**src/rtl/tsense_pulse_array.sv**
```systemverilog
// Multi-channel LMT01 pulse-train counter: windowed edge counting with
// dead-time filtering, converted to signed 1/16 degC per channel.
module tsense_pulse_array #(
    parameter int CH       = 4,
    parameter int WIN_CYC  = 12800000,
    parameter int DEAD_CYC = 1450,
    parameter int CNT_W    = 12,
    parameter int OUT_W    = 12
) (
    input  logic                clk,
    input  logic                reset_count,
    input  logic [CH-1:0]       pulse_i,
    input  logic [CH-1:0]       ch_en,
    input  logic                single_shot,
    input  logic                start,
    output logic [CH*OUT_W-1:0] temp_o,
    output logic                valid_o,
    output logic                busy_o,
    output logic [CH-1:0]       fault_o,
    output logic [CH-1:0]       ovf_o
);

    localparam int WW  = $clog2(WIN_CYC);
    localparam int DTW = $clog2(DEAD_CYC + 1);
    localparam int DW  = ((CNT_W > OUT_W) ? CNT_W : OUT_W) + 2;

    localparam logic [WW-1:0]         WLAST = WW'(WIN_CYC - 1);
    localparam logic [DTW-1:0]        DLOAD = DTW'(DEAD_CYC);
    localparam logic signed [DW-1:0]  OFS   = DW'(800);
    localparam logic signed [DW-1:0]  TMAX  = DW'((64'sd1 <<< (OUT_W - 1)) - 64'sd1);
    localparam logic signed [DW-1:0]  TMIN  = ~TMAX;

    typedef enum logic {IDLE, WINDOW} state_t;

    state_t        state;
    state_t        state_nx;
    logic [WW-1:0] win_cnt;
    logic          win_end;
    logic [CH-1:0] sync1;
    logic [CH-1:0] sync2;
    logic [CH-1:0] sync3;
    logic [CH-1:0] rise;

    always_ff @(posedge clk or posedge reset_count) begin
        if (reset_count) begin
            sync1 <= '0;
            sync2 <= '0;
            sync3 <= '0;
        end else begin
            sync1 <= pulse_i;
            sync2 <= sync1;
            sync3 <= sync2;
        end
    end

    assign rise    = sync2 & ~sync3;
    assign win_end = (state == WINDOW) && (win_cnt == WLAST);

    always_ff @(posedge clk or posedge reset_count) begin
        if (reset_count) begin
            state <= IDLE;
        end else begin
            state <= state_nx;
        end
    end

    // single_shot only matters here: in IDLE and on the last window cycle
    always_comb begin
        state_nx = state;
        unique case (state)
            IDLE: begin
                if (!single_shot || start) begin
                    state_nx = WINDOW;
                end
            end
            WINDOW: begin
                if (win_end && single_shot) begin
                    state_nx = IDLE;
                end
            end
            default: state_nx = IDLE;
        endcase
    end

    always_comb begin
        busy_o = (state == WINDOW);
    end

    always_ff @(posedge clk or posedge reset_count) begin
        if (reset_count) begin
            win_cnt <= '0;
            valid_o <= 1'b0;
        end else begin
            valid_o <= win_end;
            if (state == WINDOW && !win_end) begin
                win_cnt <= win_cnt + 1'b1;
            end else begin
                win_cnt <= '0;
            end
        end
    end

    for (genvar n = 0; n < CH; n++) begin : g_ch
        logic [CNT_W-1:0]       cnt;
        logic [CNT_W-1:0]       cnt_nx;
        logic [DTW-1:0]         dead;
        logic                   acc;
        logic                   sat;
        logic                   ovf_f;
        logic                   ovf_nx;
        logic signed [DW-1:0]   diff;
        logic [OUT_W-1:0]       temp_nx;
        logic [OUT_W-1:0]       temp_r;
        logic                   fault_r;
        logic                   ovf_r;

        assign acc    = ch_en[n] & busy_o & rise[n] & (dead == '0);
        assign sat    = &cnt;
        assign cnt_nx = (acc && !sat) ? cnt + 1'b1 : cnt;
        assign ovf_nx = ovf_f | (acc & sat);
        assign diff   = $signed({{(DW-CNT_W){1'b0}}, cnt_nx}) - OFS;

        always_comb begin
            temp_nx = diff[OUT_W-1:0];
            if (diff > TMAX) begin
                temp_nx = TMAX[OUT_W-1:0];
            end else if (diff < TMIN) begin
                temp_nx = TMIN[OUT_W-1:0];
            end
        end

        // counts the ending window's last edge, then clears for the next one
        always_ff @(posedge clk or posedge reset_count) begin
            if (reset_count) begin
                cnt   <= '0;
                dead  <= '0;
                ovf_f <= 1'b0;
            end else if (win_end || !ch_en[n]) begin
                cnt   <= '0;
                dead  <= '0;
                ovf_f <= 1'b0;
            end else begin
                cnt   <= cnt_nx;
                ovf_f <= ovf_nx;
                if (acc) begin
                    dead <= DLOAD;
                end else if (dead != '0) begin
                    dead <= dead - 1'b1;
                end
            end
        end

        always_ff @(posedge clk or posedge reset_count) begin
            if (reset_count) begin
                temp_r  <= '0;
                fault_r <= 1'b0;
                ovf_r   <= 1'b0;
            end else if (win_end) begin
                temp_r  <= ch_en[n] ? temp_nx : '0;
                fault_r <= ch_en[n] & (cnt_nx == '0);
                ovf_r   <= ch_en[n] & ovf_nx;
            end
        end

        assign temp_o[n*OUT_W +: OUT_W] = temp_r;
        assign fault_o[n]               = fault_r;
        assign ovf_o[n]                 = ovf_r;
    end

endmodule

```
**config.mk**
```make
export PLATFORM = sky130hd
export DESIGN_NAME = tsense_pulse_array
export DESIGN_NICKNAME = d
export VERILOG_FILES = /design/src/rtl/tsense_pulse_array.sv
export SDC_FILE = /design/constraint.sdc
export NUM_CORES = 1
export LEC_CHECK = 0
export CORE_ASPECT_RATIO = 1.75
export CORE_UTILIZATION = 64
export DETAILED_ROUTE_END_ITERATION = 10
export GPL_TIMING_DRIVEN = 0
export MAX_ROUTING_LAYER = met4
export PLACE_DENSITY = 0.86
export SYNTH_ARGS = -nofsm -noshare
export SYNTH_HDL_FRONTEND = slang
export SYNTH_SLANG_ARGS = --single-unit
```
**constraint.sdc**
```tcl
create_clock -name clk -period 9.5 [get_ports clk]
set_clock_uncertainty 0.05 [all_clocks]
set_input_delay 1.425 -clock clk [delete_from_list [all_inputs] [get_ports clk]]
set_output_delay 1.425 -clock clk [all_outputs]
set_load 0.05 [all_outputs]
```
## After elaboration in Yosys (flattened, before gate mapping)

Index checks and enable logic that the tools add are counted.

| storage, ports and cells | value |
|---|---|
| register bits | 190 |
| latch bits | 0 |
| memory bits (writable) | 0 |
| ROM bits | 0 |
| input port bits | 12 |
| output and inout port bits | 58 |
| word-level logic and storage cells | 165 |
| memories | 0 |

| cells by class | value |
|---|---|
| $add $sub $neg | 13 |
| multiply operators | 0 |
| div/mod/pow operators | 0 |
| order comparisons | 8 |
| equality and inequality tests | 1 |
| shift operators | 0 |
| muxes and demuxes | 40 |
| bitwise gates (word level) | 31 |
| reductions and logical operators | 42 |

Operator list:

| cell | count |
|---|---|
| $mux W12 | 20 |
| $mux W11 | 12 |
| $gt A13 B12 Y1 const B | 4 |
| $lt A13 B12 Y1 const B | 4 |
| $sub A12 B10 Y13 const B | 4 |
| $add A12 B1 Y12 const B | 4 |
| $logic_not A12 Y1 | 4 |
| $reduce_and A12 Y1 | 4 |
| $logic_not A11 Y1 | 4 |
| $reduce_bool A11 Y1 | 4 |
| $sub A11 B1 Y11 const B | 4 |
| $add A24 B1 Y24 const B | 1 |
| $and A1 B1 Y1 | 24 |
| $eq A24 B24 Y1 const B | 1 |
| $mux W24 | 1 |
| $reduce_bool A3 Y1 | 4 |
| $logic_not A1 Y1 | 10 |
| $logic_and A1 B1 Y1 | 7 |
| $mux W1 | 6 |
| $logic_or A1 B1 Y1 | 5 |
| $and A4 B4 Y4 | 1 |
| $not A4 Y4 | 1 |
| $or A1 B1 Y1 | 4 |
| $pmux W1 S2 | 1 |
| $not A1 Y1 | 1 |

## Logic depth before layout (Yosys ltp)

| depth | value |
|---|---|
| depth after elaboration | 11 |
| gate-level depth with buffers | 15 |
| depth with buffers taken out | 14 |

## Least setup slack after synthesis

No wires, ideal clock.

| path | value |
|---|---|
| kind | input -> register |
| start point | input port ch_en[1] |
| end point | register g_ch[1].temp_r[1] |
| setup time | 0.087 ns |
| arrival time | 4.070 ns |
| required time | 9.363 ns |
| setup slack | 5.293 ns |
| stages on the path | 14 |
| path buffers | 2 |
| cells stage by stage | clkbuf_1 and4b_1 nand4_1 clkbuf_1 nor2_1 nand3_1 xnor2_1 ha_1 nand4b_1 mux2i_1 o211ai_1 a2111oi_0 a221oi_2 o211ai_1 |

| between the ends | value |
|---|---|
| word-level cells in the longest chain between the ends | 10 |
| elaborated cells between the ends (all ways) | 11 |
| classes of those cells | add/sub: 1; order compare: 2; mux: 4; bitwise: 3; reduce/logical: 1 |

Ends and longest elaborated chain:

| item | RTL line | source |
|---|---|---|
| start: declaration | 13 | `input logic [CH-1:0] ch_en,` |
| $and A1 B1 Y1 (3 in a row) | 117 | `assign acc = ch_en[n] & busy_o & rise[n] & (dead == '0);` |
| $logic_and A1 B1 Y1 | 119 | `assign cnt_nx = (acc && !sat) ? cnt + 1'b1 : cnt;` |
| $mux W12 | 119 |  |
| $sub A12 B10 Y13 | 121 | `assign diff = $signed({{(DW-CNT_W){1'b0}}, cnt_nx}) - OFS;` |
| $lt A13 B12 Y1 | 127 | `end else if (diff < TMIN) begin` |
| $mux W12 | 127 |  |
| $mux W12 | 125 | `if (diff > TMAX) begin` |
| $mux W12 * | 159 | `temp_r <= ch_en[n] ? temp_nx : '0;` |
| end signal: assignment | 159 |  |
| end: declaration | 113 | `logic [OUT_W-1:0] temp_r;` |

Every way passes the cells marked *; elsewhere a longest branch is shown, timed or not.
A chain may end at the register's enable or synchronous reset.

## Worst setup path in the final report

Ends and elaborated chain as after synthesis.

==> run metrics <==
initial antenna violation count 0; most numerous cell in the Yosys netlist dfrtp_1; reg2reg setup slack 4920 ps; clock share of power 31.0%; RSZ-0062 raised after global routing no; die width 97.3 um; ys async rst share 100%; core footprint 15500 um^2; slew margin rel. 34.0%; biggest cell delay along the critical path 490 ps; htree depth 4; Resized Gates After CTS 0; post-CTS setup buffers 0; Gate power share 26.5%; Crit path arrival time 5060 ps; starting density of the core 65.7%; Crit. End Element register; internal power 1.59 mW; endpoints failing setup 0; Cells after DPL 1346; row count 60; Inserted Clock Buffers 17; Die Ht 169 um; CTS tree yes; worst vdd rail ir drop 0.000205 V; Sequential Power Share 42.5%; antenna-violating nets left 0; last element of the critical path g_ch[1].temp_r[1]$_DFFE_PP0P_; Gate Count Post-Synth 1091; first-pass GRT wire length 44.1 mm; port bufs 68; Routed WL per cell 19.2 um; area of the multi-input gates 5060 um^2; max frequency 210 MHz; Reg clk slew, reported paths 70 ps; reg2reg path depth 11; syn avg cell area 9.31 um^2; grt total ovfl 0; via count 8806; clock sinks 190; final worst-path cycle share 50.1%; Die Area 16400 um^2; outcome complete, no violations; critical path startpoint ch_en[1]; post-route setup slack 4740 ps; DP HPWL 18.7 mm; ys flop type dfrtp_1; overall routed net length 26.4 mm; Synth area leader dfrtp_1; Hold Vio Cnt, Final 0; DRC violations left 0; Seq/Total Area, Yosys 46.8%; r2r startpoint g_ch[2].dead[0]$_DFFE_PP0P_; max cap viols 0; post-place setup slack 4300 ps; Yosys Warn Count 0; RR Endpoint g_ch[2].temp_r[6]$_DFFE_PP0P_; EDFF count, synth 0; Critical Path Start Type input pin; Final Max Tran Viols 0; delay-heaviest family, CP simple AND/OR/NAND/NOR gates; Fillers 1106; clk_lat worst skew 440 ps; largest net degree at the start of global routing 124; fin cells 1378; Switching Fraction 33.4%; buffers plus inverters on the worst setup path 2; Net Sw Power 0.798 mW; Hold Crit Start sync1[2]$_DFF_PP0_; vias in the first global route 9036; CP Max Fanout 10; Antenna diodes 0; post-layout util 75.8%; Final Cell Area 11700 um^2; 1st-pass router iterations 5; register area 4750 um^2; Top Ports 70; hold_ws 299 ps; starting DRC count in detailed routing 541; Hold Path Class register to register; Root Driver clkbuf_16; worst path cell trace clkbuf_1 > and4b_1 > nand4_1 > clkbuf_1 > nor2_1 > nand3_1 > xnor2_1 > ha_1 > nand4b_1 > mux2i_1 > o211ai_1 > a2111oi_0 > a221oi_2 > o211ai_1; synth cell count leaders dfrtp_1, nor2_1, nand2_1; ranking of synthesized cells by area dfrtp_1, nor2_1, xnor2_1; syn_nets 1120; Lkg Pwr 5.15 nW; proportion of layout cells with a drive suffix above 1 5.62%; Setup Crit Path Kind input pin to register; power density cells 204 nW/um^2; overall routing resource usage 34.7%; Setup TNS 0 ps; vias per cell 6.39; Area growth, synth to finish 15.3%; Worst path depth 14; synthesized area 10200 um^2; Synth Register Bits 190; Post-DP Area 11100 um^2; Slew @ Worst Pin 981 ps; RePlAce Congestion 0.956; Req. time, crit path 9800 ps; area share of the largest cell type after synthesis 46.8%; CTS max path bufs 2; hold buffers post-CTS 0; Final #Nets 1208; slowest stage cell, crit path a2111oi_0; Pwr Total 2.39 mW; Yosys cell types 69; minimum clock period 4760 ps
placed cells by master (no fill, tap or decap), types with 6 or more instances in the layout:
master,count
or2_2,8
clkdlybuf4s50_1,68
nand3_1,39
nor4_1,20
a21oi_1,62
a31oi_1,9
and3_1,24
ha_1,17
a22oi_1,9
xor2_1,40
or4_1,13
dfrtp_1,190
o21ai_0,37
nor2_1,138
mux2i_1,18
clkbuf_1,43
nand4b_1,6
nand2_1,95
a21o_1,8
a211oi_1,17
nor4b_1,7
buf_4,8
nand4_1,22
xnor2_1,58
nor2b_1,6
or3_1,16
nand2b_1,7
nor3_1,41
inv_1,30
o211ai_1,15
clkbuf_16,17
and2_1,16
worst min-delay path by stage:
stage	to	cells after the start
after floorplan	sync2[0]$_DFF_PP0_	0
after global placement	sync2[0]$_DFF_PP0_	0
after detailed placement	sync2[0]$_DFF_PP0_	0
after CTS	sync2[0]$_DFF_PP0_	0
after global routing	sync2[2]$_DFF_PP0_	0
final	sync2[2]$_DFF_PP0_	0
power by group through the flow:
stage / Combinational (mW) / Clock, mW / Sequential [mW]
2_1_floorplan: 0.489 / 0 / 1.00
6_report: 0.632 / 0.742 / 1.02
4_1_cts: 0.628 / 0.743 / 1.01
5_1_grt: 0.707 / 0.778 / 1.03
3_3_place_gp: 0.589 / 0 / 1.02
3_5_place_dp: 0.611 / 0 / 1.02
layer usage:
layer,vias to the layer above,wire length [um],GRT usage (%)
li1,4073,-,-
met1,4298,9610,37.2
met2,345,14300,62.4
met3,90,1420,5.33
met4,0,1110,16.6
met5,-,0,-
cell type report:
| class | count | share of cell area [%] |
|---|---|---|
| clock inverters | 12 | 1.36 |
| well taps | 186 | 1.99 |
| plain buffers | 51 | 1.89 |
| repair buffers | 69 | 6.05 |
| multi-input cells | 818 | 43.2 |
| clock buffers | 20 | 3.81 |
| inverters | 32 | 1.09 |
| flip-flops and latches | 190 | 40.6 |
worst register-to-register path: stages (launching register included):
cell and delay (ps):
dfrtp_1 470, inv_1 120, ha_1 200, or4b_1 520, or4_4 460, clkbuf_1 260, nor4_1 520, mux2i_1 630
nor2_1 150, a211oi_1 710, o41a_1 300, a21oi_1 80
logic make-up after synthesis:
group           synth area share, %
simple gates                   25.2
compound gates                 12.1
flops                          46.8
xor+xnor                       8.45
buf+inv                        3.36
mux                            1.99
fa+ha+maj                      2.09
flip-flops by register name, summed over array words and instances (netlist names):
signal,count
g_ch.cnt,48
g_ch.temp_r,48
g_ch.dead,44
win_cnt,24
g_ch.fault_r,4
g_ch.ovf_f,4
g_ch.ovf_r,4
sync1,4
sync2,4
sync3,4
busy_o,1
valid_o,1
No activity file was read; power rests on OpenSTA's default activity.
